==> src/rtl/modexpt_arb.sv <==
// Two-port round-robin front end for a modular-exponentiation engine.
// Toggle handshakes on both sides; trivial modulus/exponent jobs bypass the engine.
module modexpt_arb #(
  parameter int I_MSB = 3,
  parameter int J_MSB = 3,
  parameter int TMO   = 65535
) (
  input  logic                       clk,
  input  logic                       rst,
  input  logic                       enable,
  input  logic                       req0,
  input  logic                       req1,
  output logic                       ack0,
  output logic                       ack1,
  input  logic [(2**(I_MSB+1))-1:0]  base0,
  input  logic [(2**(I_MSB+1))-1:0]  base1,
  input  logic [(2**(J_MSB+1))-1:0]  exp0,
  input  logic [(2**(J_MSB+1))-1:0]  exp1,
  input  logic [(2**(I_MSB+1))-1:0]  mod0,
  input  logic [(2**(I_MSB+1))-1:0]  mod1,
  output logic [(2**(I_MSB+1))-1:0]  res0,
  output logic [(2**(I_MSB+1))-1:0]  res1,
  output logic                       err0,
  output logic                       err1,
  output logic                       eng_req,
  input  logic                       eng_ack,
  output logic [(2**(I_MSB+1))-1:0]  eng_rx_data_1,
  output logic [(2**(J_MSB+1))-1:0]  eng_rx_data_2,
  output logic [J_MSB+1:0]           eng_rx_data_2_msb,
  output logic [(2**(I_MSB+1))-1:0]  eng_rx_data_3,
  input  logic [(2**(I_MSB+1))-1:0]  eng_tx_data,
  output logic                       eng_enable
);

  localparam int DW = 2**(I_MSB+1);
  localparam int EW = 2**(J_MSB+1);
  localparam int MW = J_MSB+2;
  localparam logic [15:0] TMO_C = 16'(TMO);

  typedef enum logic [1:0] {IDLE, LOAD, WAIT, DONE} state_t;

  state_t        state_q, state_d;
  logic          gnt_q, gnt_d, last_q, last_d;
  logic [1:0]    seen_q, seen_d, ack_q, ack_d, err_q, err_d;
  logic [DW-1:0] res0_q, res0_d, res1_q, res1_d;
  logic          eng_req_q, eng_req_d, eng_en_q, eng_ack_q;
  logic [DW-1:0] rx1_q, rx1_d, rx3_q, rx3_d;
  logic [EW-1:0] rx2_q, rx2_d;
  logic [MW-1:0] msb_q, msb_d;
  logic [15:0]   cnt_q, cnt_d;

  logic [1:0]    req, pend;
  logic          gnt_pick, res_wr;
  logic [DW-1:0] op_base, op_mod, res_new;
  logic [EW-1:0] op_exp;

  function automatic logic [MW-1:0] msb_idx(input logic [EW-1:0] e);
    msb_idx = '0;
    for (int i = 0; i < EW; i++) begin
      if (e[i]) msb_idx = MW'(i);
    end
  endfunction

  assign req      = {req1, req0};
  assign pend     = req ^ seen_q;
  assign gnt_pick = (pend == 2'b11) ? ~last_q : pend[1];
  assign op_base  = gnt_q ? base1 : base0;
  assign op_exp   = gnt_q ? exp1  : exp0;
  assign op_mod   = gnt_q ? mod1  : mod0;

  always_comb begin
    state_d   = state_q;
    gnt_d     = gnt_q;
    last_d    = last_q;
    seen_d    = seen_q;
    ack_d     = ack_q;
    err_d     = err_q;
    eng_req_d = eng_req_q;
    rx1_d     = rx1_q;
    rx2_d     = rx2_q;
    rx3_d     = rx3_q;
    msb_d     = msb_q;
    cnt_d     = cnt_q;
    res_wr    = 1'b0;
    res_new   = '0;
    unique case (state_q)
      IDLE: begin
        if (enable && (pend != 2'b00)) begin
          gnt_d            = gnt_pick;
          last_d           = gnt_pick;
          seen_d[gnt_pick] = req[gnt_pick];
          state_d          = LOAD;
        end
      end
      LOAD: begin
        rx1_d = op_base;
        rx2_d = op_exp;
        rx3_d = op_mod;
        msb_d = msb_idx(op_exp);
        if (op_mod == '0) begin
          res_wr       = 1'b1;
          err_d[gnt_q] = 1'b1;
          state_d      = DONE;
        end else if (op_exp == '0) begin
          // x^0 = 1, except everything is 0 modulo 1
          res_wr       = 1'b1;
          res_new      = (op_mod == DW'(1)) ? '0 : DW'(1);
          err_d[gnt_q] = 1'b0;
          state_d      = DONE;
        end else begin
          eng_req_d = ~eng_req_q;
          cnt_d     = '0;
          state_d   = WAIT;
        end
      end
      WAIT: begin
        if (eng_ack && !eng_ack_q) begin
          res_wr       = 1'b1;
          res_new      = eng_tx_data;
          err_d[gnt_q] = 1'b0;
          state_d      = DONE;
        end else if (cnt_q == TMO_C) begin
          err_d[gnt_q] = 1'b1;
          state_d      = DONE;
        end else begin
          cnt_d = cnt_q + 16'd1;
        end
      end
      DONE: begin
        ack_d[gnt_q] = ~ack_q[gnt_q];
        state_d      = IDLE;
      end
      default: state_d = IDLE;
    endcase
    res0_d = (res_wr && !gnt_q) ? res_new : res0_q;
    res1_d = (res_wr &&  gnt_q) ? res_new : res1_q;
  end

  always_ff @(posedge clk or posedge rst) begin
    if (rst) begin
      state_q   <= IDLE;
      gnt_q     <= 1'b0;
      last_q    <= 1'b1;
      seen_q    <= '0;
      ack_q     <= '0;
      err_q     <= '0;
      res0_q    <= '0;
      res1_q    <= '0;
      eng_req_q <= 1'b0;
      eng_en_q  <= 1'b0;
      eng_ack_q <= 1'b0;
      rx1_q     <= '0;
      rx2_q     <= '0;
      rx3_q     <= '0;
      msb_q     <= '0;
      cnt_q     <= '0;
    end else begin
      state_q   <= state_d;
      gnt_q     <= gnt_d;
      last_q    <= last_d;
      seen_q    <= seen_d;
      ack_q     <= ack_d;
      err_q     <= err_d;
      res0_q    <= res0_d;
      res1_q    <= res1_d;
      eng_req_q <= eng_req_d;
      eng_en_q  <= enable;
      eng_ack_q <= eng_ack;
      rx1_q     <= rx1_d;
      rx2_q     <= rx2_d;
      rx3_q     <= rx3_d;
      msb_q     <= msb_d;
      cnt_q     <= cnt_d;
    end
  end

  assign ack0              = ack_q[0];
  assign ack1              = ack_q[1];
  assign err0              = err_q[0];
  assign err1              = err_q[1];
  assign res0              = res0_q;
  assign res1              = res1_q;
  assign eng_req           = eng_req_q;
  assign eng_enable        = eng_en_q;
  assign eng_rx_data_1     = rx1_q;
  assign eng_rx_data_2     = rx2_q;
  assign eng_rx_data_2_msb = msb_q;
  assign eng_rx_data_3     = rx3_q;

endmodule

==> config.mk <==
export PLATFORM = sky130hd
export DESIGN_NAME = modexpt_arb
export DESIGN_NICKNAME = d
export VERILOG_FILES = /design/src/rtl/modexpt_arb.sv
export SDC_FILE = /design/constraint.sdc
export NUM_CORES = 1
export LEC_CHECK = 0
export BUFFER_PORTS_ARGS = -buffer_cell sky130_fd_sc_hd__buf_2
export CAP_MARGIN = 20
export CELL_PAD_IN_SITES_DETAIL_PLACEMENT = 1
export CELL_PAD_IN_SITES_GLOBAL_PLACEMENT = 1
export CORE_AREA = 2 2 100 150
export DETAILED_ROUTE_END_ITERATION = 6
export DIE_AREA = 0 0 102 152
export PLACE_DENSITY_LB_ADDON = 0.12
export SYNTH_ARGS = -nofsm -noshare
export SYNTH_HDL_FRONTEND = slang
export SYNTH_SLANG_ARGS = --single-unit
export TNS_END_PERCENT = 50
==> constraint.sdc <==
create_clock -name clk -period 6.45 [get_ports clk]
set_clock_uncertainty 0.05 [all_clocks]
set_input_delay 0 -clock clk [delete_from_list [all_inputs] [get_ports clk]]
set_output_delay 0 -clock clk [all_outputs]
set_load 0.02 [all_outputs]
==> impl_results.md <==
- Vias in the first global route: 6435
- First DRT Iteration DRCs: 162
- Die X: 102 microns
- Final WL: 20.4 mm
- Reg2reg start: gnt_q
- TritonCTS Buffers: 17
- Min Tclk post-route: 3.80 ns
- Power Internal: 2260 uW
- Post-Place Cells: 930
- Commonest cells in the netlist: 112 x dfrtp_1, 61 x nor2_1, 58 x a21oi_1
- Root Driver: clkbuf_16
- Final setup viols: 0
- Worst skew pair latency: 0.41 ns
- Async SR Flop Fraction: 100%
- Yosys top cell area share: 50.1%
- Setup crit end: cnt_q[5]
- Synthesized flop and latch total: 113
- GP Congestion: 0.795
- Die H: 152 microns
- Clock Tree Buf Depth: 2
- CTS H-tree depth: 4
- Worst-Margin Slew: 1.08 ns
- Achievable Freq: 263 MHz
- Final Cell Area: 8570 sq um
- Fin. Hold Viols: 0
- CP startpoint: gnt_q
- P&R area growth vs syn: 53.2%
- Total power: 3900 uW
- First-pass GRT wire length: 33.3 mm
- Yosys cell types: 53
- Critical setup path kind: flip-flop to flip-flop
- Mapped Avg Cell Area: 10.1 sq um
- Clock sink total: 113
- EDFF count, synth: 0
- Flop pwr share: 31.1%
- Largest net degree at the start of global routing: 111
- Worst EP arrival: 4.05 ns
- Unrepaired setup endpoints after global routing: no
- Max Fanout on Critical Path: 48
- CP endpoint kind: flip-flop
- Die ar.: 15500 sq um
- Net Switching: 1640 uW
- Comb pwr share: 44.5%
- Cts repair resizes: 0
- Worst min path class: primary input to flip-flop
- Critical Path Source Type: flip-flop
- WL/cell: 18.9 microns
- Final ANT Viol Nets: 0
- Clk pwr share: 24.4%
- Final worst path period share: 59.0%
- Leak Pwr: 0.00402 uW
- DRC errors left: 0
- Post-synthesis sequential area ratio: 50.6%
- Ports: 209
- # port buffers: 207
- Reg2reg end: cnt_q[5]
- MaxCap Viol Count: 0
- Starting Density: 39.1%
- Final slew viol count: 0
- Outcome: finished clean
- Final instance count without filler cells: 1081
- Post-CTS Setup Inserts: 0
- Syn Inst Count: 555
- Worst vdd rail ir drop: 267 uV
- Share of layout cells above drive strength 1: 29.8%
- Gr usage total: 27.6%
- # rows: 54
- Reg2reg path depth: 7
- Hold buffer count at cts: 118
- Area post-placement: 6790 sq um
- Switch share: 42.1%
- Slew margin rel.: 27.9%
- Most used DFF post-synth: dfrtp_1
- HPWL after detailed placement: 12.3 mm
- Global route overflow: 0
- Area of the mapped netlist: 5590 sq um
- Dpl ws: 2.67 ns
- Area leader, netlist: dfrtp_1
- Setup TNS: 0 ns
- CTS tree: yes
- Initial antenna violation count: 1
- Reg2Reg Setup Slack: 2.65 ns
- Via count: 5693
- Core area: 14300 sq um
- Pwr/cell area: 455 nW/um^2
- Synth warn: 0
- Net Count, Synth: 679
- Post-route worst setup slack: 2.65 ns
- Most frequent cell after synthesis: dfrtp_1
- Clock-pin slew on the worst setup and hold paths: 0.06 ns
- First-pass DRT Iterations: 4
- Final nets: 995
- Main area contributors after synthesis: dfrtp_1 50%, mux2i_1 8.6%, a21oi_1 5.2%
- Vias per std cell: 5.27
- Worst path required time: 6.69 ns
-- power groups by stage --
stage	clock, uW	combinational, uW	sequential [uW]
2_1_floorplan	0	800	1440
3_3_place_gp	0	1490	1200
3_5_place_dp	0	1540	1210
4_1_cts	969	1710	1210
5_1_grt	1000	1890	1250
6_report	953	1730	1210
-- registers in the layout, indices dropped and copies added, names as in the netlist, 2 cells and up, named ones only --
| signal | cells |
|---|---|
| ack_q | 2 |
| cnt_q | 16 |
| eng_rx_data_1 | 16 |
| eng_rx_data_2 | 16 |
| eng_rx_data_2_msb | 4 |
| eng_rx_data_3 | 16 |
| res0 | 16 |
| res1 | 16 |
| seen_q | 2 |
| state_q | 2 |
-- layer usage --
metal | up-vias | global-route usage (%) | part of all wire, %
met5 | - | 0 | 0
met4 | 0 | 12.2 | 3.7
met3 | 48 | 7.31 | 4.9
met2 | 186 | 48.3 | 54
met1 | 2781 | 30.7 | 37
li1 | 2678 | - | -
-- worst min-delay path by stage --
stage / slack [ns] / endpoint / depth (start not counted) / from
final: 0.07 / eng_rx_data_2_msb[1] / 5 / exp1[14]
after global routing: 0.15 / res0[0] / 4 / eng_tx_data[0]
after CTS: 0.03 / eng_rx_data_2_msb[1] / 5 / exp1[14]
after detailed placement: 0.08 / eng_ack_q / 1 / eng_ack
after global placement: 0.07 / eng_ack_q / 1 / eng_ack
after floorplan: -0.02 / eng_ack_q / 0 / eng_ack
-- layout make-up --
| cell class | instances | area [sq um] |
|---|---|---|
| Antenna cell | 1 | 2.50 |
| Clock buffer | 17 | 425 |
| Clock inverter | 15 | 175 |
| Fill cell | 1665 | 5750 |
| Inverter | 15 | 58.8 |
| Multi-Input combinational cell | 394 | 2570 |
| Sequential cell | 113 | 2830 |
| Tap cell | 196 | 245 |
| Timing Repair Buffer | 330 | 2260 |
-- per-stage QoR --
step                hold slack [ns]  util, %
global placement             0.0706     47.3
finish                       0.0655     59.8
CTS                          0.0336     59.8
floorplan                   -0.0186        -
global route                  0.155     59.8
detailed placement           0.0755     47.4
-- critical path: stages, from the launching register on --
cell,delay (ns)
dfrtp_4,0.91
buf_4,0.49
or3b_1,0.43
o2bb2ai_2,0.16
nor4_4,0.46
a211o_1,0.79
nor4_1,0.10
a211o_1,0.26
-- logic make-up after synthesis --
group                      Yosys count  share of synthesized area, %
muxes                               54                          9.80
DFF                                113                          50.6
adders and majority gates            6                          1.34
other                                1                        0.0670
and+or+nand+nor                    195                          17.6
buffers and inverters               48                          3.78
AOI/OAI and AO/OA                  133                          16.1
xor gates and xnor gates             5                         0.783
-- placed cells by master (no fill, tap or decap), types with 4 or more instances in the layout --
master	n
buf_2	207
dlygate4sd3_1	118
dfrtp_1	111
nor2_1	61
a21oi_1	58
mux2i_1	48
nand2_1	36
nand3_1	30
a22o_1	30
clkbuf_16	17
inv_1	14
or4_1	12
nor4_1	11
nor3_1	11
nor3b_1	10
o21ai_0	10
nand4_1	6
o211ai_1	6
mux2_2	5
ha_1	5
o22ai_1	4
o221ai_1	4
and3_1	4
clkinv_4	4
inv_6	4
buf_4	4
No activity file was read; power rests on OpenSTA's default activity.
